--- src/rtl/audio_gain_pwm_out.sv ---
// audio_gain_pwm_out: per-channel gain ramp with soft mute, error-feedback requantiser and PWM drive.
module audio_gain_pwm_out #(
    parameter int CHANNELS  = 2,
    parameter int SAMPLE_W  = 16,
    parameter int GAIN_W    = 16,
    parameter int PWM_W     = 7,
    parameter int RAMP_STEP = 64
) (
    input  logic                         Clk,
    input  logic                         Reset,
    input  logic                         Sample_Strobe,
    input  logic                         PWM_Strobe,
    input  logic [CHANNELS*SAMPLE_W-1:0] Audio,
    input  logic [CHANNELS*GAIN_W-1:0]   Gain,
    input  logic                         Mute,
    input  logic                         Enable,
    output logic [CHANNELS-1:0]          PWM_Out,
    output logic [CHANNELS*PWM_W-1:0]    Level,
    output logic                         Ramp_Busy
);
    localparam int EW = SAMPLE_W - PWM_W;
    localparam logic [GAIN_W-1:0] STEP = GAIN_W'(RAMP_STEP);
    localparam logic [PWM_W-1:0] MID = {1'b1, {(PWM_W-1){1'b0}}};

    logic [PWM_W:0]      cnt;
    logic [CHANNELS-1:0] busy;

    always_ff @(posedge Clk or posedge Reset)
        if (Reset) cnt <= '1;
        else if (PWM_Strobe) cnt <= '0;
        else if (cnt != '1) cnt <= cnt + 1'b1;

    always_ff @(posedge Clk or posedge Reset)
        if (Reset) Ramp_Busy <= 1'b0;
        else Ramp_Busy <= |busy;

    for (genvar c = 0; c < CHANNELS; c++) begin : g_ch
        logic [GAIN_W-1:0]              tgt, g_eff, g_next, up, dn;
        logic signed [SAMPLE_W-1:0]     smp, scaled, sc_next;
        logic signed [SAMPLE_W+GAIN_W:0] prod;
        logic [SAMPLE_W:0]              acc;
        logic [EW-1:0]                  err;
        logic [PWM_W-1:0]               lvl;
        logic                           pwm;

        always_comb begin
            tgt     = (Mute || !Enable) ? '0 : Gain[c*GAIN_W +: GAIN_W];
            up      = tgt - g_eff;
            dn      = g_eff - tgt;
            g_next  = (tgt > g_eff) ? ((up > STEP) ? g_eff + STEP : tgt)
                                    : ((dn > STEP) ? g_eff - STEP : tgt);
            prod    = smp * $signed({1'b0, g_eff});
            sc_next = SAMPLE_W'(prod >>> GAIN_W);
            // offset-binary sample plus the residue left over from the previous period
            acc     = {1'b0, ~scaled[SAMPLE_W-1], scaled[SAMPLE_W-2:0]} + {{(PWM_W+1){1'b0}}, err};
        end

        always_ff @(posedge Clk or posedge Reset)
            if (Reset) begin
                g_eff  <= '0;
                smp    <= '0;
                scaled <= '0;
                err    <= '0;
                lvl    <= MID;
                pwm    <= 1'b0;
            end else begin
                if (!Enable) g_eff <= '0;
                else if (Sample_Strobe) g_eff <= g_next;
                if (Sample_Strobe) smp <= Audio[c*SAMPLE_W +: SAMPLE_W];
                scaled <= sc_next;
                if (!Enable) begin
                    err <= '0;
                    lvl <= MID;
                end else if (PWM_Strobe) begin
                    lvl <= acc[SAMPLE_W] ? '1 : acc[SAMPLE_W-1 -: PWM_W];
                    err <= acc[SAMPLE_W] ? '0 : acc[EW-1:0];
                end
                pwm <= Enable && ({1'b0, lvl} > cnt);
            end

        assign busy[c]                   = g_eff != tgt;
        assign Level[c*PWM_W +: PWM_W]   = lvl;
        assign PWM_Out[c]                = pwm;
    end
endmodule

--- config.mk ---
export PLATFORM = sky130hd
export DESIGN_NAME = audio_gain_pwm_out
export DESIGN_NICKNAME = d
export VERILOG_FILES = /design/src/rtl/audio_gain_pwm_out.sv
export SDC_FILE = /design/constraint.sdc
export NUM_CORES = 2
export LEC_CHECK = 0
export BUFFER_PORTS_ARGS = -buffer_cell sky130_fd_sc_hd__buf_2
export CAP_MARGIN = 25
export CORE_MARGIN = 1
export CORE_UTILIZATION = 34
export CTS_CLUSTER_DIAMETER = 120
export DETAILED_ROUTE_END_ITERATION = 10
export SLEW_MARGIN = 10
export SYNTH_ARGS = -nofsm -noshare
export SYNTH_HDL_FRONTEND = slang
export SYNTH_SLANG_ARGS = --single-unit
--- constraint.sdc ---
create_clock -name Clk -period 6.3 [get_ports Clk]
set_input_delay 0.63 -clock Clk [delete_from_list [all_inputs] [get_ports Clk]]
set_output_delay 0.63 -clock Clk [all_outputs]
set_load 0.05 [all_outputs]
Yosys cells after proc, flatten, opt, wreduce, memory -nomap -nowiden
Cells that the tools add are included.
Storage, ports and cells
  bits of input ports: 70
  flip-flop bits (word level): 139
  output and inout port bits: 17
Cells by class
  equal/unequal tests: 5
  multipliers: 2
  $add $sub $neg: 11
  magnitude comparators: 8
  mux-type cells: 26
  reduce and logical (&&, ||, !) cells: 6
  bitwise operators: 2
Operators with widths (number)
  $mux 16: 12
  $gt 16x7->1 const B: 4
  $mul 16x17->32: 2
  $sub 16x16->16: 4
  $mux 9: 6
  $mux 7: 6
  $add 16x9->17: 2
  $add 16x7->16 const B: 2
  $gt 16x16->1: 2
  $ne 16x16->1: 2
  $sub 16x7->16 const B: 2
  $gt 7x8->1: 2
  $mux 8: 2
  $add 8x1->8 const B: 1
  $ne 8x8->1 const B: 1
  $ne 2x2->1 const B: 2
  $logic_and 1x1->1: 2
  $not 1->1: 2
  $reduce_bool 2->1: 1
  $reduce_or 2->1: 1
  $logic_not 1->1: 1
  $logic_or 1x1->1: 1

Longest topological paths before layout
  word-level depth: 9
  gate-level depth with buffers: 25

Least setup slack after synthesis
No wires, ideal clock.
  path kind: reg2reg
  start: register g_ch[0].g_eff[13]
  end: register g_ch[0].scaled[10]
  arrival time: 6.131 ns
  buffers on the path: 2
  data required time: 6.220 ns
  stages on the path, launching flop included: 24
  setup slack: 0.089 ns
  library setup time: 0.080 ns
  path through: dfrtp_1 -> clkbuf_1 -> buf_1 -> nand2_1 -> fa_1 -> fa_1 -> fa_1 -> inv_1 -> fa_1 -> fa_1 -> inv_1 -> fa_1 -> inv_1 -> ha_1 -> nand2_1 -> nor4_1 -> a311oi_1 -> o22ai_1 -> o31a_1 -> nor3_1 -> o21bai_1 -> a21o_1 -> a21oi_1 -> xnor2_1
Between the ends
  word-level cells in the longest chain between the ends: 1
RTL lines
  from (decl): RTL line 38  | logic [GAIN_W-1:0] tgt, g_eff, g_next, up, dn;
  from (signal assigned): RTL line 68  | else if (Sample_Strobe) g_eff <= g_next;
  $mul 16x17->32: RTL line 52  | prod = smp * $signed({1'b0, g_eff});
  named net g_ch[0].prod[26]: RTL line 40  | logic signed [SAMPLE_W+GAIN_W:0] prod;
  to (signal assigned): RTL line 70  | scaled <= sc_next;
  to (decl): RTL line 39  | logic signed [SAMPLE_W-1:0] smp, scaled, sc_next;
The timed path passes the listed nets, and every way through them passes these cells.
A chain may end at the register's enable or synchronous reset.

Final worst setup path
  start: register g_ch[0].g_eff[8]
  end: register g_ch[0].scaled[15]
The elaborated chain is that of the path after synthesis.

==> Implementation_results.wiki <==
{| class="wikitable"
! Metric !! Value
|-
| Highest ir drop seen on vdd || 0.000329 V
|-
| # setup viols final || 0
|-
| Sequential share of the synthesized area || approximately 13%
|-
| Reg power frac || 10.6%
|-
| Max-cap check violation count || 0
|-
| Arrival time worst endpoint || 6480 ps
|-
| Root buffer cell || sky130_fd_sc_hd__clkbuf_16
|-
| Post-route DRC violation count || 0
|-
| Leading post-synthesis cells by instance count || 580 x sky130_fd_sc_hd__inv_1, 390 x sky130_fd_sc_hd__fa_1, 390 x sky130_fd_sc_hd__nand2_1, 327 x sky130_fd_sc_hd__ha_1, 240 x sky130_fd_sc_hd__and2_1
|-
| Number of buffers created by CTS || 17
|-
| Cell-internal power || 7.28 mW
|-
| Pre-CTS setup slack || 96.8 ps
|-
| Syn Inst Count || roughly 3100
|-
| Total wirelength of the detailed-routed design || 69.3 mm
|-
| Util after Layout || between 30% and 40%
|-
| Yosys Warn Count || 0
|-
| Async set or reset register ratio after synthesis || 100%
|-
| Fill cell count || 8010
|-
| Total non-filler cell area in the finished layout || 29900 sq um
|-
| Yosys cell types || 84
|-
| Sw Pwr || 7.85 mW
|-
| Slew at the pin with the worst max-slew slack || 978 ps
|-
| Via density per instance || 4.91
|-
| Cell taking the most area after synthesis || sky130_fd_sc_hd__fa_1
|-
| Fmax achieved || 0.163 GHz
|-
| RSZ-0062 raised after global routing || true
|-
| Gr ovfl total || 0
|-
| Sort of element at the end of the critical path || flip-flop
|-
| Starting DRC count in detailed routing || 1267
|-
| IO Port Bufs || 86
|-
| Initial antenna violation count || 1
|-
| Number of detailed-route iterations in the first pass || 5
|-
| Clock tree from TritonCTS || built
|-
| Most used flip-flop cell after synthesis || sky130_fd_sc_hd__dfrtp_1
|-
| Maximum fanout along the worst path || 7
|-
| Cell area after synthesis || 27100 sq um
|-
| Worst setup skew after layout || 18.4 ps
|-
| Run status || completed
|-
| Die X-Extent || 285 microns
|-
| Share of post-route cells with drive strength above 1 || 10.5%
|-
| Post-synthesis to final-layout area growth || 10.3%
|-
| Data required, critical path || 6640 ps
|-
| Share of the cycle needed by the critical path after routing || 97.4%
|-
| Flop and latch count out of synthesis || 139
|-
| Top-area cell type share of the netlist area || 28.8%
|-
| Total power consumption of the routed design || 15.1 mW
|-
| Maximum count of clock buffers along a single path || 2
|-
| Effective utilization at floorplan || 34.4%
|-
| Critical path's largest stage delay || 580 ps
|-
| Number of flops mapped to enable cells by yosys || 0
|-
| Pin count of the biggest net entering global routing || 77
|-
| Final weighted congestion of routability-driven global placement || between 0.8 and 0.9
|-
| Clk Latency, worst-skew pair || 490 ps
|-
| Synth area leaders || sky130_fd_sc_hd__fa_1 29%, sky130_fd_sc_hd__ha_1 15%, sky130_fd_sc_hd__dfrtp_1 12%
|-
| Net count after synthesis || 3901
|-
| Estimated wirelength of the detail-placed design || 57.1 mm
|-
| Crit path buffers/inverters || 4
|-
| Type of the worst setup path || reg -> reg
|-
| Die Y || between 200 and 300 microns
|-
| Post-layout nets || 3988
|-
| Clock slew seen by the registers of the worst setup and hold paths || 80 ps
|-
| Total track usage || 18.0%
|-
| Clk sinks || between 100 and 150
|-
| Power Dens Cells || 505 nW/um^2
|-
| Ordered cell list for the critical path || buf_4 > buf_4 > and2_1 > fa_1 > fa_1 > inv_1 > fa_1 > fa_1 > fa_1 > fa_1 > inv_1 > ha_1 > nand4_1 > or2_2 > o22ai_1 > o31a_1 > o21ba_2 > nor3_4 > o31ai_2 > a21oi_2 > xnor2_1
|-
| Number of standard-cell rows in the floorplan || 103
|-
| Clock network fraction of design power || roughly 7.3%
|-
| Global-route wire length before repair || 117 mm
|-
| Leakage Power || roughly 15 nW
|-
| Logic pwr share || between 80 and 90%
|-
| Routed Antenna Nets || 0
|-
| Total via count after detailed routing || 20900
|-
| Total Die Area || 81000 sq um
|-
| N_diodes || 0
|-
| Worst setup slack after layout || 163 ps
|-
| Most repeated library cell on the critical path || sky130_fd_sc_hd__fa_1
|-
| Hold-fix buffer count after cts || 0
|-
| Number of H-tree branching levels || 4
|-
| Worst-path cell with the longest stage delay || sky130_fd_sc_hd__fa_1
|-
| CP delay by family, top || adder cells
|-
| Final-layout setup total negative slack || 0 ps
|-
| CORE AREA || around 79000 sq um
|-
| # IOs || 87
|-
| Final critical delay including setup and external delays || 6140 ps
|-
| Vias in the first global route || 21600
|-
| Most frequently used cell type in the post-synthesis netlist || sky130_fd_sc_hd__inv_1
|-
| Net switching share of the total power || around 52%
|-
| Final hold violations || 0
|-
| Cell area reported after detailed placement || 29200 sq um
|-
| Max Transition Viols Final || 0
|-
| Avg WL per Cell || 16.2 microns
|-
| Normalized max-slew margin || 34.6%
|-
| Element type at the critical path start || flip-flop
|-
| Worst Hold Class || in -> async
|-
| Mean instance size in the synthesized netlist || 8.72 sq um
|}
[layer usage]
layer  track usage (%)  vias up  part of all wire (%)
met5                 0        -                     0
met4              3.92        0                   1.4
met3              2.64       57                   5.4
met2              26.9      469                    43
met1              27.0    10300                    50
li1                  -    10100                     -
[final timing paths]
path / startpoint / endpoint / slack, ps / cells past startpoint
min in group Clk: Audio[7] / g_ch[0].smp[7]$_DFFE_PP0P_ / 380 / 2
max in group asynchronous: Reset / g_ch[0].g_eff[4]$_DFFE_PP0P_ / 4570 / 3
min: Reset / g_ch[1].pwm$_DFF_PP0_ / 270 / 2
max: g_ch[0].g_eff[8]$_DFFE_PP0P_ / g_ch[0].scaled[15]$_DFF_PP0_ / 160 / 21
min reg2reg: g_ch[1].err[6]$_DFFE_PP0P_ / g_ch[1].err[6]$_DFFE_PP0P_ / 490 / 2
max reg2reg: g_ch[0].g_eff[8]$_DFFE_PP0P_ / g_ch[0].scaled[15]$_DFF_PP0_ / 160 / 21
[power groups by stage]
stage                     Sequential, mW  Combinational, mW  Clock [mW]
after floorplan                     1.47               9.42           0
after global placement              1.61               12.3           0
after detailed placement            1.61               12.2           0
after CTS                           1.60               12.5        1.14
after global routing                1.64               14.4        1.16
final                               1.60               12.4        1.10
[stage by stage]
stage,std cells,hold WS [ps]
after floorplan,3114,454
after global placement,4225,470
after detailed placement,4225,479
after CTS,4257,293
after global routing,4264,316
final,4264,270
[sequential cells by signal, indices dropped and copies added (netlist names)]
register	count
g_ch.pwm	2
Ramp_Busy	1
g_ch.smp	32
cnt	8
g_ch.lvl	14
g_ch.err	18
g_ch.scaled	32
g_ch.g_eff	32
[cells in the final DEF (no fill, tap or decap), types with 32 or more instances in the layout]
cell type / Yosys / final
sky130_fd_sc_hd__nand2_1: 390 / 390
sky130_fd_sc_hd__xnor2_1: 81 / 81
sky130_fd_sc_hd__mux2i_1: 32 / 32
sky130_fd_sc_hd__inv_1: 580 / 579
sky130_fd_sc_hd__nand3_1: 39 / 39
sky130_fd_sc_hd__dfrtp_1: 129 / 106
sky130_fd_sc_hd__buf_4: 3 / 117
sky130_fd_sc_hd__a21oi_1: 99 / 96
sky130_fd_sc_hd__nor2_1: 111 / 110
sky130_fd_sc_hd__o21ai_0: 82 / 81
sky130_fd_sc_hd__ha_1: 327 / 327
sky130_fd_sc_hd__fa_1: 390 / 389
sky130_fd_sc_hd__buf_2: 4 / 86
sky130_fd_sc_hd__and2_1: 240 / 240
[kinds of logic after synthesis]
| family | share of synthesized area (%) |
|---|---|
| fa+ha+maj | 43.8 |
| compound gates | 10.2 |
| buf+inv | 10.0 |
| flops | 12.9 |
| simple gates | 17.3 |
| mux | 2.47 |
| xor+xnor | 3.36 |
[cell type report]
cell class	count	area (sq um)	share of cell area, %
clock buffers	17	425	1.42
clock inverters	15	181	0.606
inverters	584	2200	7.34
multi-input cells	2255	21000	70.1
flip-flops and latches	139	3520	11.8
well taps	1050	1310	4.39
repair buffers	204	1320	4.41
[repair_timing]
action / CTS / global route
setup endpoints to repair: 0 / 14
resized for setup: 0 / 34
buffers inserted: 0 / 7
Note: power is estimated with default switching activity, not from simulation.
